### config.mk
export PLATFORM = sky130hd
export DESIGN_NAME = fp_spike_integrator_flat
export DESIGN_NICKNAME = d
export VERILOG_FILES = /design/src/rtl/fp32_pkg.sv /design/src/rtl/fp_spike_integrator_if.sv /design/src/rtl/fp_ge.sv /design/src/rtl/fp_spike_integrator.sv /design/src/flat_wrapper.sv
export SDC_FILE = /design/constraint.sdc
export NUM_CORES = 1
export LEC_CHECK = 0
export BUFFER_PORTS_ARGS = -buffer_cell sky130_fd_sc_hd__clkbuf_2
export CORE_MARGIN = 4
export CORE_UTILIZATION = 25
export CTS_CLUSTER_SIZE = 24
export DETAILED_ROUTE_END_ITERATION = 10
export PLACE_DENSITY = 0.45
export SYNTH_ARGS = -nofsm -noshare
export SYNTH_HDL_FRONTEND = slang
export SYNTH_HIERARCHICAL = 1
export SYNTH_SLANG_ARGS = --single-unit
### constraint.sdc
create_clock -name clk -period 4 [get_ports clk]
set_input_delay 0.8 -clock clk [delete_from_list [all_inputs] [get_ports clk]]
set_output_delay 0.8 -clock clk [all_outputs]
set_load 0.02 [all_outputs]
### src/rtl/fp32_pkg.sv
// float32 field constants, named literals and integrator FSM states.
// Shared by the spike integrator and the fp_ge comparator.
package fp32_pkg;

  localparam int SIGN_BIT = 31;
  localparam int EXP_MSB  = 30;
  localparam int EXP_LSB  = 23;
  localparam int MAN_W    = 23;

  localparam logic [31:0] FP_ZERO = 32'h0000_0000;
  localparam logic [31:0] FP_ONE  = 32'h3F80_0000;

  typedef enum logic [1:0] {
    IDLE = 2'd0,
    ADD  = 2'd1,
    CHK  = 2'd2
  } state_t;

endpackage

### src/rtl/fp_spike_integrator_if.sv
// Valid/ready stream of float32 synaptic contributions.
// master drives in_valid/in_value, slave returns in_ready.
interface fp_spike_integrator_if;

  logic        in_valid;
  logic        in_ready;
  logic [31:0] in_value;

  modport master (
    output in_valid,
    output in_value,
    input  in_ready
  );

  modport slave (
    input  in_valid,
    input  in_value,
    output in_ready
  );

endinterface

### src/rtl/fp_ge.sv
// Combinational float32 a >= b, sign-magnitude, +0 == -0.
// Ports: a, b [31:0] in; ge out. NaN/Inf not handled.
module fp_ge
  import fp32_pkg::*;
(
  input  logic [31:0] a,
  input  logic [31:0] b,
  output logic        ge
);

  logic [EXP_MSB:0] ma;
  logic [EXP_MSB:0] mb;
  logic             az;
  logic             bz;
  logic             sa;
  logic             sb;

  assign ma = a[EXP_MSB:0];
  assign mb = b[EXP_MSB:0];
  assign az = (a[EXP_MSB:EXP_LSB] == '0)
           && (a[MAN_W-1:0] == '0);
  assign bz = (b[EXP_MSB:EXP_LSB] == '0)
           && (b[MAN_W-1:0] == '0);

  // A zero of either sign is treated as +0.
  assign sa = a[SIGN_BIT] & ~az;
  assign sb = b[SIGN_BIT] & ~bz;

  always_comb begin
    ge = 1'b0;
    unique case ({sa, sb})
      2'b00: ge = (ma >= mb);
      2'b01: ge = 1'b1;
      2'b10: ge = 1'b0;
      2'b11: ge = (ma <= mb);
      default: ge = 1'b0;
    endcase
  end

endmodule

### src/rtl/fp_spike_integrator.sv
// float32 membrane integrator: adds contributions/leak via external adder, fires at threshold.
// Ports: clk, rst_n, in_if (slave stream), tick, add_b/add_c/add_a, v_mem, spike, spike_cnt, busy.
module fp_spike_integrator
  import fp32_pkg::*;
#(
  parameter logic [31:0] THRESHOLD = FP_ONE,
  parameter logic [31:0] V_RESET   = FP_ZERO,
  parameter logic [31:0] LEAK      = 32'hBC23_D70A,
  parameter int          CNT_W     = 16
) (
  input  logic             clk,
  input  logic             rst_n,
  fp_spike_integrator_if.slave in_if,
  input  logic             tick,
  output logic [31:0]      add_b,
  output logic [31:0]      add_c,
  input  logic [31:0]      add_a,
  output logic [31:0]      v_mem,
  output logic             spike,
  output logic [CNT_W-1:0] spike_cnt,
  output logic             busy
);

  state_t           state;
  logic [31:0]      v_q;
  logic [31:0]      op_q;
  logic             pend_q;
  logic             spike_q;
  logic [CNT_W-1:0] cnt_q;
  logic             ge;

  fp_ge u_ge (
    .a  (v_q),
    .b  (THRESHOLD),
    .ge (ge)
  );

  assign add_b     = v_q;
  assign add_c     = op_q;
  assign v_mem     = v_q;
  assign spike     = spike_q;
  assign spike_cnt = cnt_q;
  assign busy      = (state != IDLE);

  // A tick (live or pending) owns the adder, so the stream stalls.
  assign in_if.in_ready = (state == IDLE)
                        && !tick && !pend_q;

  always_ff @(posedge clk) begin
    if (!rst_n) begin
      state   <= IDLE;
      v_q     <= V_RESET;
      op_q    <= '0;
      pend_q  <= 1'b0;
      spike_q <= 1'b0;
      cnt_q   <= '0;
    end else begin
      spike_q <= 1'b0;
      unique case (state)
        IDLE: begin
          if (tick || pend_q) begin
            op_q   <= LEAK;
            pend_q <= 1'b0;
            state  <= ADD;
          end else if (in_if.in_valid) begin
            op_q  <= in_if.in_value;
            state <= ADD;
          end
        end
        ADD: begin
          v_q   <= add_a;
          state <= CHK;
          if (tick) pend_q <= 1'b1;
        end
        CHK: begin
          if (ge) begin
            spike_q <= 1'b1;
            v_q     <= V_RESET;
            if (cnt_q != '1) cnt_q <= cnt_q + 1'b1;
          end
          state <= IDLE;
          if (tick) pend_q <= 1'b1;
        end
        default: state <= IDLE;
      endcase
    end
  end

endmodule

### src/flat_wrapper.sv
// flat-port wrapper written by rule: the top's interface ports become plain ports
module fp_spike_integrator_flat import fp32_pkg::*;
#(
  parameter logic [31:0] THRESHOLD = FP_ONE,
  parameter logic [31:0] V_RESET   = FP_ZERO,
  parameter logic [31:0] LEAK      = 32'hBC23_D70A,
  parameter int          CNT_W     = 16
)
  (clk, rst_n, tick, add_b, add_c, add_a, v_mem, spike, spike_cnt, busy, in_if_in_valid, in_if_in_value, in_if_in_ready);
  fp_spike_integrator_if in_if_i ();
  input  logic clk;
  input  logic rst_n;
  input  logic tick;
  output logic [31:0] add_b;
  output logic [31:0] add_c;
  input  logic [31:0] add_a;
  output logic [31:0] v_mem;
  output logic spike;
  output logic [CNT_W-1:0] spike_cnt;
  output logic busy;
  input wire logic [$bits(in_if_i.in_valid)-1:0] in_if_in_valid;
  input wire logic [$bits(in_if_i.in_value)-1:0] in_if_in_value;
  output wire logic [$bits(in_if_i.in_ready)-1:0] in_if_in_ready;
  assign in_if_i.in_valid = in_if_in_valid;
  assign in_if_i.in_value = in_if_in_value;
  assign in_if_in_ready = in_if_i.in_ready;
  fp_spike_integrator #(.THRESHOLD(THRESHOLD), .V_RESET(V_RESET), .LEAK(LEAK), .CNT_W(CNT_W)) u_core (.clk(clk), .rst_n(rst_n), .in_if(in_if_i), .tick(tick), .add_b(add_b), .add_c(add_c), .add_a(add_a), .v_mem(v_mem), .spike(spike), .spike_cnt(spike_cnt), .busy(busy));
endmodule
==> insert_results.sql <==
INSERT INTO impl_metrics (metric_group, metric, value, unit) VALUES
('place', 'place_congestion', '0.758', ''),
('power_and_ir_drop', 'p_comb_share', '25.3', '%'),
('sta', 'relSlewSlack', '22.7', '%'),
('setup_path', 'end_kind', 'flip-flop', ''),
('floorplanning', 'fp.dieArea', '0.0195', 'mm²'),
('hold_path', 'whs_path_depth', '2', ''),
('sta', 'fin_crit_share', '75.7', '%'),
('global_route', 'globalRoute.totalOverflow', '0', ''),
('layout', 'post_route_cells_drive_above_1_share', '29.8', '%'),
('sta', 'hold_viol', '0', ''),
('cts', 'clkSlewWorstSetupHoldPaths', '0.07', 'ns'),
('layout', 'antenna_cells_inserted', '0', ''),
('global_route', 'antenna_violations_before_repair', '0', ''),
('cts', 'clockRootBuffer', 'sky130_fd_sc_hd__clkbuf_16', ''),
('place', 'dp_hpwl', '10200', 'µm'),
('route', 'route.vias.total', '4288', ''),
('layout', 'syn_to_final_growth', '33.0', '%'),
('sta', 'fin_crit', '3.03', 'ns'),
('power_and_ir_drop', 'p_seq_share', '39.5', '%'),
('setup_path', 'worst-r2r-cell-count', '9', ''),
('synth', 'synth_largest_type_area_fraction', '38.9', '%'),
('power_and_ir_drop', 'power.static_leakage', '0.00271', 'µW'),
('cts', 'postCtsSetupRepairBufs', '0', ''),
('sta', 'number_of_slew_limit_violations_in_the_final_report', '0', ''),
('synth', 'synthCells', '510', ''),
('synth', 'ys_types', '41', ''),
('floorplanning', 'floorplan_die_height', '140', 'µm'),
('power_and_ir_drop', 'cellInternalPower', '1630', 'µW'),
('global_route', 'grt_pass1_wl', '21600', 'µm'),
('floorplanning', 'die_width', '140', 'µm'),
('route', 'detail_route_antenna_nets', '0', ''),
('cts', 'cts_resized', '0', ''),
('power_and_ir_drop', 'ir_worst_vdd', '0.000182', 'V'),
('setup_path', 'required', '4.27', 'ns'),
('global_route', 'globalRouteMet1Util', '16.7', '%'),
('floorplanning', 'ios', '183', ''),
('global_route', 'grt_util_met2', '23.8', '%'),
('sta', 'achievable-frequency', '330', 'MHz'),
('synth', 'yosysTopAreaCell', 'sky130_fd_sc_hd__dfxtp_1', ''),
('synth', 'post_synth_main_area_contributors', 'sky130_fd_sc_hd__dfxtp_1 (39%), sky130_fd_sc_hd__ha_1 (11%), sky130_fd_sc_hd__a22oi_1 (8.3%)', ''),
('job', 'maxCapViolCount', '0', ''),
('floorplanning', 'initial_core_util', '25.8', '%'),
('global_route', 'grt_start_max_net_pins', '36', ''),
('global_route', 'grt_util_met3', '2.44', '%'),
('cts', 'clock_tree_from_tritoncts', 'built', ''),
('power_and_ir_drop', 'total_power', '2490', 'µW'),
('sta', 'tightestPinTransition', '1.16', 'ns'),
('synth', 'synth_sequential_area_ratio', '38.9', '%'),
('sta', 'total_negative_slack', '0', 'ns'),
('route', 'avgViaCountPerCell', '4.58', ''),
('cts', 'insertion_delay', '0.34', 'ns'),
('route', 'remaining_drc_errors', '0', ''),
('route', 'route.detailed.wl_per_inst', '14.3', 'µm'),
('power_and_ir_drop', 'clkPwrFrac', '35.2', '%'),
('power_and_ir_drop', 'power-per-cell-area', '433', 'mW/mm²'),
('cts', 'max-clock-path-buffers', '2', ''),
('global_route', 'gr-max-usage-layer', 'met2', ''),
('place', 'placed_cells_incl_taps', '921', ''),
('synth', 'netlist_area', '0.00433', 'mm²'),
('power_and_ir_drop', 'power_switching_share', '34.6', '%'),
('route', 'initialDrtViolationCount', '222', ''),
('setup_path', 'timing_worst_setup_path_type', 'flip-flop to flip-flop', ''),
('layout', 'finalNonFillerCells', '937', ''),
('cts', 'numCtsBuffers', '9', ''),
('sta', 'fin_skew', '0.00760', 'ns'),
('route', 'drt_pass1_iterations', '4', ''),
('status', 'outcome', 'finished clean', ''),
('layout', 'nets', '817', ''),
('global_route', 'first_global_vias', '4165', ''),
('power_and_ir_drop', 'net-switching-power', '863', 'µW'),
('setup_path', 'crit_arrival', '3.30', 'ns');
## logic make-up (layout without fill, tap and decap cells)
group,Yosys count,count (layout),share of synthesized area [%]
adders and majority gates,37,37,10.7
AOI/OAI and AO/OA,121,121,19.2
and+or+nand+nor,166,166,19.0
muxes,4,4,0.925
DFF,84,84,38.9
other,2,63,0.174
buffers and inverters,96,242,11.2
## layer usage
metal | share of wire, % | vias up
met5 | 0 | -
met1 | 44 | 2001
li1 | - | 2156
met2 | 49 | 114
met4 | 2.2 | 0
met3 | 4.4 | 17
## critical path: stages (launching register included)
cell and delay (ns):
sky130_fd_sc_hd__dfxtp_1 0.47, sky130_fd_sc_hd__ha_1 0.25, sky130_fd_sc_hd__nand4_1 0.15, sky130_fd_sc_hd__nor4_1 0.52, sky130_fd_sc_hd__o211ai_1 0.17, sky130_fd_sc_hd__nand3_1 0.20, sky130_fd_sc_hd__nand3_1 0.11, sky130_fd_sc_hd__or3_1 0.49
sky130_fd_sc_hd__or4_1 0.43, sky130_fd_sc_hd__a21oi_1 0.16
## power groups by stage
stage	clock (µW)	sequential, µW	combinational, µW
after floorplan	0	1060	377
after global placement	0	999	628
after detailed placement	0	1000	630
after CTS	915	984	633
after global routing	942	996	697
final	878	982	630
## through the flow
| step | hold WS, ns | setup WS [ns] | utilization (%) | cell area [µm²] |
|---|---|---|---|---|
| 5_1_grt | 0.524 | 0.662 | 34.3 | 5760 |
| 3_5_place_dp | 0.484 | 0.978 | 32.5 | 5450 |
| 6_report | 0.500 | 0.972 | 34.3 | 5760 |
| 3_3_place_gp | 0.475 | 1.06 | 32.5 | 5450 |
| 2_1_floorplan | 0.461 | 1.34 | - | 4560 |
| 4_1_cts | 0.504 | 0.944 | 34.3 | 5760 |
## path summary, 6_finish.rpt
check	from	end	slack, ns
min	u_core/add_c[30]	u_core/add_c[30]	0.50
max	u_core/add_b[29]	u_core/spike_cnt[13]	0.97
min reg2reg	u_core/add_c[30]	u_core/add_c[30]	0.50
max reg2reg	u_core/add_b[29]	u_core/spike_cnt[13]	0.97
## flip-flops by register name (all words and copies together), names as in the netlist
name / flops
u_core/add_b: 32
u_core/add_c: 32
u_core/pend_q: 1
u_core/spike: 1
u_core/spike_cnt: 16
u_core/state: 2
## cell usage after synthesis (all sizes together)
| master | instances |
|---|---|
| dfxtp | 84 |
| nor2 | 76 |
| a22oi | 48 |
| inv | 39 |
| ha | 37 |
| buf | 34 |
| a21oi | 26 |
| clkbuf | 23 |
| nor4 | 19 |
| nand4 | 16 |
| o22ai | 16 |
| nand2 | 15 |
| o21ai | 11 |
| o31ai | 10 |
| nand3 | 9 |
| or4 | 7 |
| or3 | 6 |
| nor3 | 5 |
| mux2i | 4 |
| nand2b | 4 |
| nand3b | 3 |
| a211oi | 2 |
| a221oi | 2 |
| and2 | 2 |
| conb | 2 |
| nor2b | 2 |
| o211ai | 2 |
| a211o | 1 |
| and4 | 1 |
| nor3b | 1 |
| o311ai | 1 |
| o31a | 1 |
| o41ai | 1 |
## cells in the final DEF, fill, tap and decap left out, types with 16 or more instances in the layout
cell type	count
sky130_fd_sc_hd__nor2_1	75
sky130_fd_sc_hd__a22oi_1	48
sky130_fd_sc_hd__dfxtp_1	84
sky130_fd_sc_hd__inv_1	38
sky130_fd_sc_hd__o22ai_1	16
sky130_fd_sc_hd__ha_1	37
sky130_fd_sc_hd__clkbuf_2	182
sky130_fd_sc_hd__a21oi_1	23
sky130_fd_sc_hd__conb_1	63
sky130_fd_sc_hd__nor4_1	19
## final cells by class
cell class / instances / area, µm²
clock inverters: 7 / 82.6
multi-input cells: 391 / 2400
inverters: 39 / 146
well taps: 220 / 275
repair buffers: 187 / 948
clock buffers: 9 / 225
fillers: 1750 / 11000
flip-flops and latches: 84 / 1680
No activity file was read; power rests on OpenSTA's default activity.
